--- config.mk ---
export PLATFORM = sky130hd
export DESIGN_NAME = pll_drp_responder
export DESIGN_NICKNAME = d
export VERILOG_FILES = /design/src/rtl/pll_drp_pkg.sv /design/src/rtl/pll_drp_lock_model.sv /design/src/rtl/pll_drp_responder.sv
export SDC_FILE = /design/constraint.sdc
export NUM_CORES = 1
export LEC_CHECK = 0
export ABC_AREA = 1
export CAP_MARGIN = 20
export CORE_ASPECT_RATIO = 1.75
export CORE_MARGIN = 4
export CORE_UTILIZATION = 28
export CTS_CLUSTER_DIAMETER = 30
export DETAILED_ROUTE_END_ITERATION = 16
export SLEW_MARGIN = 10
export SYNTH_ARGS = -nofsm -noshare
export SYNTH_HDL_FRONTEND = slang
export SYNTH_SLANG_ARGS = --single-unit
--- constraint.sdc ---
create_clock -name clk_a_i -period 27.3 [get_ports clk_a_i]
set_input_delay 2.73 -clock clk_a_i [delete_from_list [all_inputs] [get_ports clk_a_i]]
set_output_delay 2.73 -clock clk_a_i [all_outputs]
set_load 0.02 [all_outputs]
--- src/rtl/pll_drp_pkg.sv ---
// Shared DRP definitions for the PLL reconfiguration sequencer and its target.
`timescale 1ns/1ps
package pll_drp_pkg;
   localparam int DRP_AW   = 5;
   localparam int DRP_DW   = 16;
   localparam int DRP_NREG = 32;

   localparam int ERR_BUSY   = 0;
   localparam int ERR_UNSAFE = 1;
   localparam int ERR_W      = 2;

   typedef enum logic [1:0] {
      ST_IDLE    = 2'd0,
      ST_RD_WAIT = 2'd1,
      ST_WR_WAIT = 2'd2
   } drp_state_t;

   function automatic logic [DRP_DW-1:0] drp_init_val(
      input logic [DRP_DW-1:0] base,
      input int                k
   );
      return base ^ DRP_DW'(k);
   endfunction
endpackage

--- src/rtl/pll_drp_lock_model.sv ---
// Lock indication model: counts clean cycles after pll_rst_i falls.
`timescale 1ns/1ps
module pll_drp_lock_model #(
   parameter int g_lock_delay = 100
) (
   input  logic clk_a_i,
   input  logic rst_powerup,
   input  logic pll_rst_i,
   output logic pll_locked_o
);
   logic [15:0] r_cnt;
   logic        r_locked;

   always_ff @(posedge clk_a_i or posedge rst_powerup) begin
      if (rst_powerup) begin
         r_cnt    <= '0;
         r_locked <= 1'b0;
      end else if (pll_rst_i) begin
         r_cnt    <= '0;
         r_locked <= 1'b0;
      end else if (!r_locked) begin
         if (r_cnt == 16'(g_lock_delay - 1))
            r_locked <= 1'b1;
         else
            r_cnt <= r_cnt + 16'd1;
      end
   end

   assign pll_locked_o = r_locked;
endmodule

--- src/rtl/pll_drp_responder.sv ---
// DRP target standing in for the PLL: register file, latency FSM, lock model,
// sticky protocol error flags.
`timescale 1ns/1ps
module pll_drp_responder
   import pll_drp_pkg::*;
#(
   parameter int          g_read_latency  = 3,
   parameter int          g_write_latency = 2,
   parameter int          g_lock_delay    = 100,
   parameter logic [15:0] g_init_base     = 16'hA500
) (
   input  logic              clk_a_i,
   input  logic              rst_powerup,
   input  logic [DRP_AW-1:0] drp_daddr_i,
   input  logic              drp_den_i,
   input  logic              drp_dwe_i,
   input  logic [DRP_DW-1:0] drp_di_i,
   output logic [DRP_DW-1:0] drp_do_o,
   output logic              drp_drdy_o,
   input  logic              pll_rst_i,
   output logic              pll_locked_o,
   input  logic              err_clr_i,
   output logic              err_busy_o,
   output logic              err_unsafe_wr_o,
   output logic [7:0]        wr_count_o
);
   drp_state_t        r_state;
   logic [3:0]        r_cnt;
   logic [DRP_AW-1:0] r_addr;
   logic [DRP_DW-1:0] r_di;
   logic [DRP_DW-1:0] r_regs [DRP_NREG];
   logic [DRP_DW-1:0] r_do;
   logic              r_drdy;
   logic [ERR_W-1:0]  r_err;
   logic [7:0]        r_wr_count;

   logic              w_done;
   logic [ERR_W-1:0]  w_err_set;

   assign w_done = (r_state != ST_IDLE) && (r_cnt == 4'd0);

   always_comb begin
      w_err_set             = '0;
      w_err_set[ERR_BUSY]   = drp_den_i && (r_state != ST_IDLE);
      w_err_set[ERR_UNSAFE] = w_done && (r_state == ST_WR_WAIT) && !pll_rst_i;
   end

   always_ff @(posedge clk_a_i or posedge rst_powerup) begin
      if (rst_powerup) begin
         r_state    <= ST_IDLE;
         r_cnt      <= '0;
         r_addr     <= '0;
         r_di       <= '0;
         r_do       <= '0;
         r_drdy     <= 1'b0;
         r_err      <= '0;
         r_wr_count <= '0;
         for (int k = 0; k < DRP_NREG; k++)
            r_regs[k] <= drp_init_val(g_init_base, k);
      end else begin
         r_drdy <= 1'b0;
         case (r_state)
            ST_IDLE: begin
               if (drp_den_i) begin
                  r_addr <= drp_daddr_i;
                  r_di   <= drp_di_i;
                  if (drp_dwe_i) begin
                     r_cnt   <= 4'(g_write_latency - 1);
                     r_state <= ST_WR_WAIT;
                  end else begin
                     r_cnt   <= 4'(g_read_latency - 1);
                     r_state <= ST_RD_WAIT;
                  end
               end
            end
            default: begin
               if (w_done) begin
                  r_drdy  <= 1'b1;
                  r_state <= ST_IDLE;
                  if (r_state == ST_RD_WAIT) begin
                     r_do <= r_regs[r_addr];
                  end else begin
                     r_regs[r_addr] <= r_di;
                     r_wr_count     <= r_wr_count + 8'd1;
                  end
               end else begin
                  r_cnt <= r_cnt - 4'd1;
               end
            end
         endcase
         // a new error on the clearing edge must survive the clear
         r_err <= (r_err & ~{ERR_W{err_clr_i}}) | w_err_set;
      end
   end

   pll_drp_lock_model #(
      .g_lock_delay (g_lock_delay)
   ) u_lock (
      .clk_a_i      (clk_a_i),
      .rst_powerup  (rst_powerup),
      .pll_rst_i    (pll_rst_i),
      .pll_locked_o (pll_locked_o)
   );

   assign drp_do_o        = r_do;
   assign drp_drdy_o      = r_drdy;
   assign err_busy_o      = r_err[ERR_BUSY];
   assign err_unsafe_wr_o = r_err[ERR_UNSAFE];
   assign wr_count_o      = r_wr_count;
endmodule

==> reports/results.ini, run 1 <==
[sta]
clock.fmax_ghz = 0.170
skew_ps = 29.7
setup_tns_ps = 0
rsz0062_at_grt = no
fin_crit_ps = 5870
worst_pin_slew_ps = 1090
relSlewSlack = 0.270
setup_viol = 0
finalMaxSlewViolations = 0
hold_viol = 0
fin_crit_sh = 0.215

[routing]
first_pass_iters = 5
highest-signal-layer = met4
drc = 0
met3_length_um = 3680
met1Wirelength_um = 32700
dr_wl_met2_um = 42100
avgViaCountPerCell = 4.67
ant_nets = 0
routed_wl_um = 82500
drtIter0Drc = 2101
routedWlPerCell_um = 17.0
vias = 22700

[clock_tree]
root_buffer = clkbuf_16
htreeDepth = 3
cts_made_buffers = 79
clk_pin_slew_ps = 60
cts_hold_buf = 0
clock_path_buffers = 3
cts_setup_buffers = 0
numClockSinks = 583
cts_resized = 0
cts_tree = done
clk-insertion-delay-late_ps = 640

[run]
cap_violations = 0

[floorplanning]
ios = 55
die_h_um = 421
coreArea_mm2 = 0.0969
die_w_um = 244
initial_core_util = 0.282
rows = 151
dieArea_mm2 = 0.103

[critical_path]
critPathTopFamily = buffers and inverters
cp_data_required_time_ps = 27940
critPathLaunchType = input port
endpoint = drp_do_o[1]
slowest_delay_ps = 820
reg2reg_from = r_addr[1]
path_max_fanout = 125
r2r_cells = 10
crit_type = in2async
cp.arrival_ps = 6510
worst-path-buf-inv = 5
cp-end-kind = async pin
cp_num_cells = 5
crit_path_top_delay_cell = buf_4
crit_path_start = rst_powerup
ff2ff_setup_slack_ps = 23670
path_common_cell = buf_4
r2r_end = drp_do_o[7]
crit_chain = clkdlybuf4s50_1 -> inv_8 -> buf_4 -> buf_4 -> buf_4

[global_routing]
grt_max_degree = 126
grt_usage = 0.160
grt_pass1_vias = 21900
grt.overflow.total = 0
grt_pass1_wl_um = 130000
antenna_found_initial = 0

[run_status]
status = complete, no violations

[synthesis]
syn_area_mm2 = 0.0273
ys_async_sr_fraction = 1.00
synthCells = 3553
synth.avg_cell_area_um2 = 7.69
synth_nets = 3583
synthFlopType = dfrtp_1
yosysUniqueCellTypes = 32
synth_edf_count = 0
synth_seq_cells = 583
synth-warning-count = 0
seq_area_frac_synth = 0.544

[pwr]
leakagePower_nw = 14.8
p_per_area_mw_per_mm2 = 109
ir_drop_v = 0.0000478

[hold_path]
hold_path.class = reg2reg

[place]
port_buffers = 54
hpwl_um = 49000
dp.cells = 4707
place.gp.congestion = 0.850

[final_layout]
final_nets = 3520
fin_cells = 4856
area_growth_pct = 16.1
drive_gt1_frac = 0.132
diodes = 0

metrics by stage:
stage / setup slack (ps) / instance area [um^2] / utilization / total power [mW] / hold slack [ps]
5_1_grt: 20870 / 31700 / 0.327 / 3.68 / 481
3_5_place_dp: 20620 / 28800 / 0.298 / 2.39 / 464
4_1_cts: 21320 / 31700 / 0.327 / 3.50 / 471
6_report: 21430 / 31700 / 0.327 / 3.47 / 466
2_1_floorplan: 8600 / 27300 / - / 2.01 / 452
3_3_place_gp: 20650 / 28800 / 0.297 / 2.37 / 458
worst min path at each step:
stage             startpoint       endpoint  slack [ps]  depth (start not counted)
6_report       wr_count_o[7]  wr_count_o[7]         470                          1
5_1_grt          r_regs[376]    r_regs[376]         480                          2
4_1_cts        wr_count_o[7]  wr_count_o[7]         470                          1
3_5_place_dp     r_regs[189]    r_regs[189]         460                          2
3_3_place_gp   wr_count_o[7]  wr_count_o[7]         460                          1
2_1_floorplan    r_regs[288]    r_regs[288]         450                          2
registers in the layout (all words and copies together), names as in the netlist:
name / cells
drp_do_o: 16
drp_drdy_o: 1
r_addr: 5
r_cnt: 4
r_di: 16
r_err: 2
r_regs: 512
r_state: 2
u_lock.pll_locked_o: 1
u_lock.r_cnt: 16
wr_count_o: 8
cells by family (layout without fill, tap and decap cells):
logic type                 after synthesis  after routing  share of synthesized area
adders and majority gates                3              3                    0.00137
and+or+nand+nor                       2048           2048                      0.295
DFF                                    583            583                      0.544
buffers and inverters                  342            345                     0.0524
AOI/OAI and AO/OA                      563            563                      0.103
xor gates and xnor gates                14             14                    0.00449
cells in the mapped netlist, types with 4 or more instances:
master       n  area share
inv_2       12      0.0016
or2_2       15      0.0034
nor2_1      89       0.012
a21oi_1     39      0.0071
buf_2       93       0.017
nor3_4       7      0.0042
nand2_1   1816        0.25
xnor2_1      4      0.0013
nor2_2       4     0.00092
o21ai_0    271       0.050
xor2_1      10      0.0032
inv_1       78       0.011
clkbuf_1   139       0.019
dfstp_2    208        0.20
nand2_2      9      0.0021
nand4_1     17      0.0039
nor3_1       9      0.0016
buf_4        6      0.0016
dfrtp_1    375        0.34
o21ai_1    249       0.046
nand3_1     72       0.013
nand3_2      4      0.0015
buf_1       10      0.0014
routing by layer:
| layer | vias up | global-route usage |
|---|---|---|
| met4 | 0 | 0.0760 |
| met5 | - | 0 |
| li1 | 11000 | - |
| met3 | 147 | 0.0234 |
| met2 | 543 | 0.286 |
| met1 | 10900 | 0.186 |
report_power, final:
part           total [mW]  switching, mW  internal (mW)
Clock                1.11          0.430          0.675
Sequential           1.36          0.169           1.19
Combinational        1.00          0.722          0.283
Total                3.47           1.32           2.15
final cells by class:
class | instances | area (um^2)
well taps | 1300 | 1630
inverters | 93 | 372
multi-input cells | 2628 | 11000
flip-flops and latches | 583 | 14900
fillers | 10200 | 65200
repair buffers | 105 | 982
clock buffers | 92 | 2150
clock inverters | 55 | 684
layout by cell type (no fill, tap or decap), types with 4 or more instances in the layout:
master / synthesis / routed
clkinv_2: 0 / 9
nor3_4: 7 / 7
clkbuf_1: 139 / 4
dfstp_2: 208 / 208
a21oi_1: 39 / 39
inv_4: 3 / 4
nand3_2: 4 / 4
buf_4: 6 / 46
clkdlybuf4s50_1: 0 / 54
o21ai_1: 249 / 249
inv_6: 0 / 19
clkbuf_16: 0 / 82
bufinv_16: 0 / 10
nand2_2: 9 / 10
nor2_1: 89 / 88
dfrtp_1: 375 / 373
clkinvlp_4: 0 / 5
nor2_2: 4 / 4
nand3_1: 72 / 72
inv_8: 0 / 10
nand4_1: 17 / 17
clkbuf_8: 0 / 6
o21ai_0: 271 / 271
or2_2: 15 / 15
xnor2_1: 4 / 4
inv_2: 12 / 13
nor2_4: 3 / 4
nor3_1: 9 / 9
nand2_1: 1816 / 1815
inv_1: 78 / 73
xor2_1: 10 / 10
worst reg2reg max path, cell delays in order, from the launching register on:
cell,delay (ps)
dfrtp_4,770
inv_4,810
buf_4,950
nand2_1,140
nand2_1,180
nand2_1,210
nand2_1,190
nor2_1,80
nand3_1,130
nand2_1,70
inv_1,50
No activity file was read; power rests on OpenSTA's default activity.
==> run 2: changes to the inputs <==
clock period = 5.3 ns   (was 27.3 ns; I/O delays follow)
==> run 2 against run 1 <==
Against the previous run:
- sequential share of layout area about the same
- hold slack got worse by 15 ps
- critical path depth is 1 lower
- utilization barely moved
- count of clock-buffer cells in the layout unchanged
- sequential cell count unchanged
==> reports/results.ini, run 2 (same netlist as run 1, synthesis figures left out) <==
[hold_path]
hold_path.class = in2async

[sta]
fin_crit_sh = 0.619
setup_viol = 0
skew_ps = 29.3
hold_ws_ps = 451
finalMaxSlewViolations = 0
fin_crit_ps = 3280
rsz0062_at_grt = no
setup_tns_ps = 0
relSlewSlack = 0.294
clock.fmax_ghz = 0.305
worst_pin_slew_ps = 1060
hold_viol = 0
setup_slack_ps = 2020

[pwr]
p_int_mw = 10.9
p_per_area_mw_per_mm2 = 560
leakagePower_nw = 14.8
seq_power_share = 0.396
p_switching_mw = 6.83
ir_drop_v = 0.000258
netSwitchingFraction = 0.384
power_mw = 17.8
clockPowerShare = 0.309
combPwrFrac = 0.295

[global_routing]
grt.overflow.total = 0
grt_pass1_wl_um = 132000
grt_max_degree = 153
antenna_found_initial = 1
met3_usage = 0.0212
use_met1 = 0.188
grt_use_met2 = 0.288
grt_busiest_layer = met2
grt_pass1_vias = 22200
grt_usage = 0.163

[place]
hpwl_um = 52200
dp.cells = 4705
place_ws_ps = 2010
port_buffers = 54
place.gp.congestion = 0.891

[clock_tree]
cts_tree = done
clk_pin_slew_ps = 60
cts_resized = 0
root_buffer = clkbuf_16
clk-insertion-delay-late_ps = 640
cts_hold_buf = 0
cts_setup_buffers = 0
htreeDepth = 3
cts_made_buffers = 78
clock_path_buffers = 3
numClockSinks = 583

[routing]
routed_wl_um = 84300
routedWlPerCell_um = 17.3
first_pass_iters = 5
drtIter0Drc = 1902
vias = 22800
ant_nets = 0
drc = 0
avgViaCountPerCell = 4.69

[critical_path]
cp_data_required_time_ps = 5810
critPathLaunchType = flop
slowest_delay_ps = 930
cp-end-kind = flop
crit_chain = nand2_1 -> inv_2 -> nand3_1 -> o21ai_0
crit_type = reg2reg
path_max_fanout = 58
worst-path-buf-inv = 1
critPathTopFamily = simple AND/OR/NAND/NOR gates
crit_path_top_delay_cell = dfrtp_4
cp.arrival_ps = 3790

[run]
cap_violations = 0

[final_layout]
largest_reg_flops = 512
seq_area_mm2 = 0.0149
top_register = r_regs
multi_input_area_mm2 = 0.0110
n_fill_cell = 10200
final_nets = 3524
drive_gt1_frac = 0.131
fin_cells = 4859
layout_common_cells = nand2_1 (1815), dfrtp_1 (373), o21ai_0 (271)
area_growth_pct = 16.2
final_common_cell = nand2_1

[floorplanning]
rows = 151
initial_core_util = 0.282
ios = 55
die_w_um = 244
dieArea_mm2 = 0.103
die_h_um = 421
coreArea_mm2 = 0.0969

[run_status]
status = complete, no violations

[run 2: layer usage]
metal	part of all wire	vias up
li1	-	11000
met1	0.39	11000
met2	0.51	589
met3	0.042	185
met4	0.063	0
met5	0	-
[run 2: worst paths after layout]
path | slack (ps) | from | endpoint | cells after the start
worst max-delay path | 2020 | r_addr[0] | r_regs[196] | 4
worst min-delay path | 450 | rst_powerup | r_regs[510] | 2
worst max register to register | 2020 | r_addr[0] | r_regs[196] | 4
worst min register to register | 470 | r_regs[51] | r_regs[51] | 2
max in group asynchronous | 3450 | rst_powerup | r_regs[213] | 3
min in group clk_a_i | 470 | r_regs[51] | r_regs[51] | 2
[run 2: power by group through the flow]
stage	Combinational [mW]	Clock [mW]	Sequential [mW]
2_1_floorplan	3.55	0	6.83
3_3_place_gp	5.19	0	7.06
3_5_place_dp	5.26	0	7.08
4_1_cts	5.27	5.59	7.02
5_1_grt	5.84	5.79	7.20
6_report	5.25	5.48	7.04
[run 2: cell type report]
class,count,share of cell area
Inverter,93,0.0116
Multi-Input combinational cell,2628,0.348
Tap cell,1300,0.0513
Clock inverter,52,0.0205
Clock buffer,92,0.0651
Antenna cell,1,0.0000789
Sequential cell,583,0.468
Timing Repair Buffer,110,0.0351
[run 2: worst reg2reg max path: cells and delay by family, from the launching register on]
kind / cells / cell delay [ps]
buffers and inverters: 1 / 610
AO/OA/AOI/OAI: 1 / 480
AND/OR/NAND/NOR: 2 / 1140
flip-flops: 1 / 930
[run 2: stage by stage]
stage | util | area (um^2)
final | 0.327 | 31700
after floorplan | - | 27300
after global routing | 0.327 | 31700
after detailed placement | 0.298 | 28800
after global placement | 0.298 | 28800
after CTS | 0.326 | 31600
==> run 3: changes to the inputs <==
clock period = 3.3 ns   (was 5.3 ns; I/O delays follow)
==> run 3 against run 2 <==
Against the previous run:
- maximum frequency is 39% higher
- sequential share of layout area is essentially flat
- final cell count grew 0.35%
- combinational power grew 71%
- power increased by 61%
- clock power grew 53%
==> reports/results.ini, run 3 (same netlist as run 1, synthesis figures left out) <==
[run_status]
status = complete, no violations

[clock_tree]
htreeDepth = 3
numClockSinks = 583
clk-insertion-delay-late_ps = 640
clk_pin_slew_ps = 60
cts_setup_buffers = 0
root_buffer = clkbuf_16
cts_resized = 0
cts_hold_buf = 0
cts_tree = done
clock_path_buffers = 3
cts_made_buffers = 75

[global_routing]
grt_usage = 0.167
grt_max_degree = 118
grt_pass1_wl_um = 134000
antenna_found_initial = 1
grt_pass1_vias = 22700
grt.overflow.total = 0

[critical_path]
cp.arrival_ps = 2850
crit_path_start = r_addr[0]
path_max_fanout = 43
cp-end-kind = flop
critPathTopFamily = simple AND/OR/NAND/NOR gates
crit_path_top_delay_cell = dfrtp_4
r2r_cells = 6
cp_data_required_time_ps = 3790
reg2reg_from = r_addr[0]
path_common_cell = nand2_1
r2r_end = r_regs[62]
worst-path-buf-inv = 2
ff2ff_setup_slack_ps = 940
cp_num_cells = 6
slowest_delay_ps = 610
endpoint = r_regs[62]
crit_chain = inv_6 -> nand2_1 -> inv_2 -> nand2_2 -> nand2_1 -> o21ai_1
critPathLaunchType = flop
crit_type = reg2reg

[floorplanning]
die_w_um = 244
ios = 55
die_h_um = 421
dieArea_mm2 = 0.103
rows = 151
coreArea_mm2 = 0.0969
initial_core_util = 0.282

[sta]
hold_viol = 0
fin_crit_sh = 0.714
clock.fmax_ghz = 0.424
finalMaxSlewViolations = 0
worst_pin_slew_ps = 1070
skew_ps = 23.0
setup_tns_ps = 0
hold_ws_ps = 281
relSlewSlack = 0.287
rsz0062_at_grt = no
fin_crit_ps = 2360
setup_viol = 0

[routing]
drtIter0Drc = 1787
first_pass_iters = 6
drc = 0
vias = 22900
avgViaCountPerCell = 4.70
ant_nets = 0
routed_wl_um = 86300
routedWlPerCell_um = 17.7

[pwr]
combPwrFrac = 0.314
netSwitchingFraction = 0.393
power_mw = 28.5
p_int_mw = 17.3
ir_drop_v = 0.000475
seq_power_share = 0.393
clockPowerShare = 0.293
p_switching_mw = 11.2
p_per_area_mw_per_mm2 = 898
leakagePower_nw = 14.8

[final_layout]
top_register = r_regs
final_nets = 3544
final_util = 0.328
area_growth_pct = 16.3
diodes = 0
drive_gt1_frac = 0.133
final_area_mm2 = 0.0318
final_common_cell = nand2_1
n_fill_cell = 10300
layout_common_cells = nand2_1 (1815), dfrtp_1 (373), o21ai_0 (271)
largest_reg_flops = 512

[place]
hpwl_um = 55000
place.gp.congestion = 0.904
port_buffers = 54
placedInstanceArea_mm2 = 0.0292

[hold_path]
hold_path.class = in2async

[run]
cap_violations = 0

==> run 3: worst min-delay path by stage <==
stage,start,cells after the start,slack [ps],end
floorplan,pll_rst_i,1,400,u_lock.r_cnt[0]
global placement,wr_count_o[7],1,460,wr_count_o[7]
detailed placement,wr_count_o[7],1,460,wr_count_o[7]
CTS,drp_di_i[5],3,260,r_di[5]
global route,drp_di_i[5],3,290,r_di[5]
finish,rst_powerup,3,280,r_regs[502]
==> run 3: layout make-up <==
class,instances,area (um^2),share of cell area
clock buffers,96,2040,0.0641
clock inverters,43,502,0.0158
inverters,93,368,0.0116
multi-input cells,2628,11000,0.348
flip-flops and latches,583,14900,0.468
well taps,1300,1630,0.0512
repair buffers,133,1320,0.0416
==> run 3: stage by stage <==
stage | worst slack, ps | instances
finish | 944 | 4876
global route | 814 | 4876
CTS | 949 | 4876
detailed placement | 962 | 4737
global placement | 958 | 4737
floorplan | -4810 | 3553
==> run 3: worst min-delay path, stage by stage <==
cell	delay [ps]
clkdlybuf4s50_1	440
clkinvlp_4	220
buf_12	260
==> run 3: power groups by stage <==
stage	Clock, mW	Combinational, mW	Sequential (mW)
floorplan	0	5.70	11.0
global route	8.80	9.94	11.5
finish	8.37	8.96	11.2
detailed placement	0	9.05	11.3
CTS	8.53	9.06	11.2
global placement	0	8.94	11.2
==> run 3: per-layer routing <==
metal / track usage / wire length [um] / up-vias / part of all wire
li1: - / - / 11100 / -
met1: 0.183 / 32400 / 11000 / 0.38
met2: 0.298 / 44000 / 558 / 0.51
met3: 0.0242 / 3740 / 217 / 0.043
met4: 0.108 / 6150 / 0 / 0.071
met5: 0 / 0 / - / 0
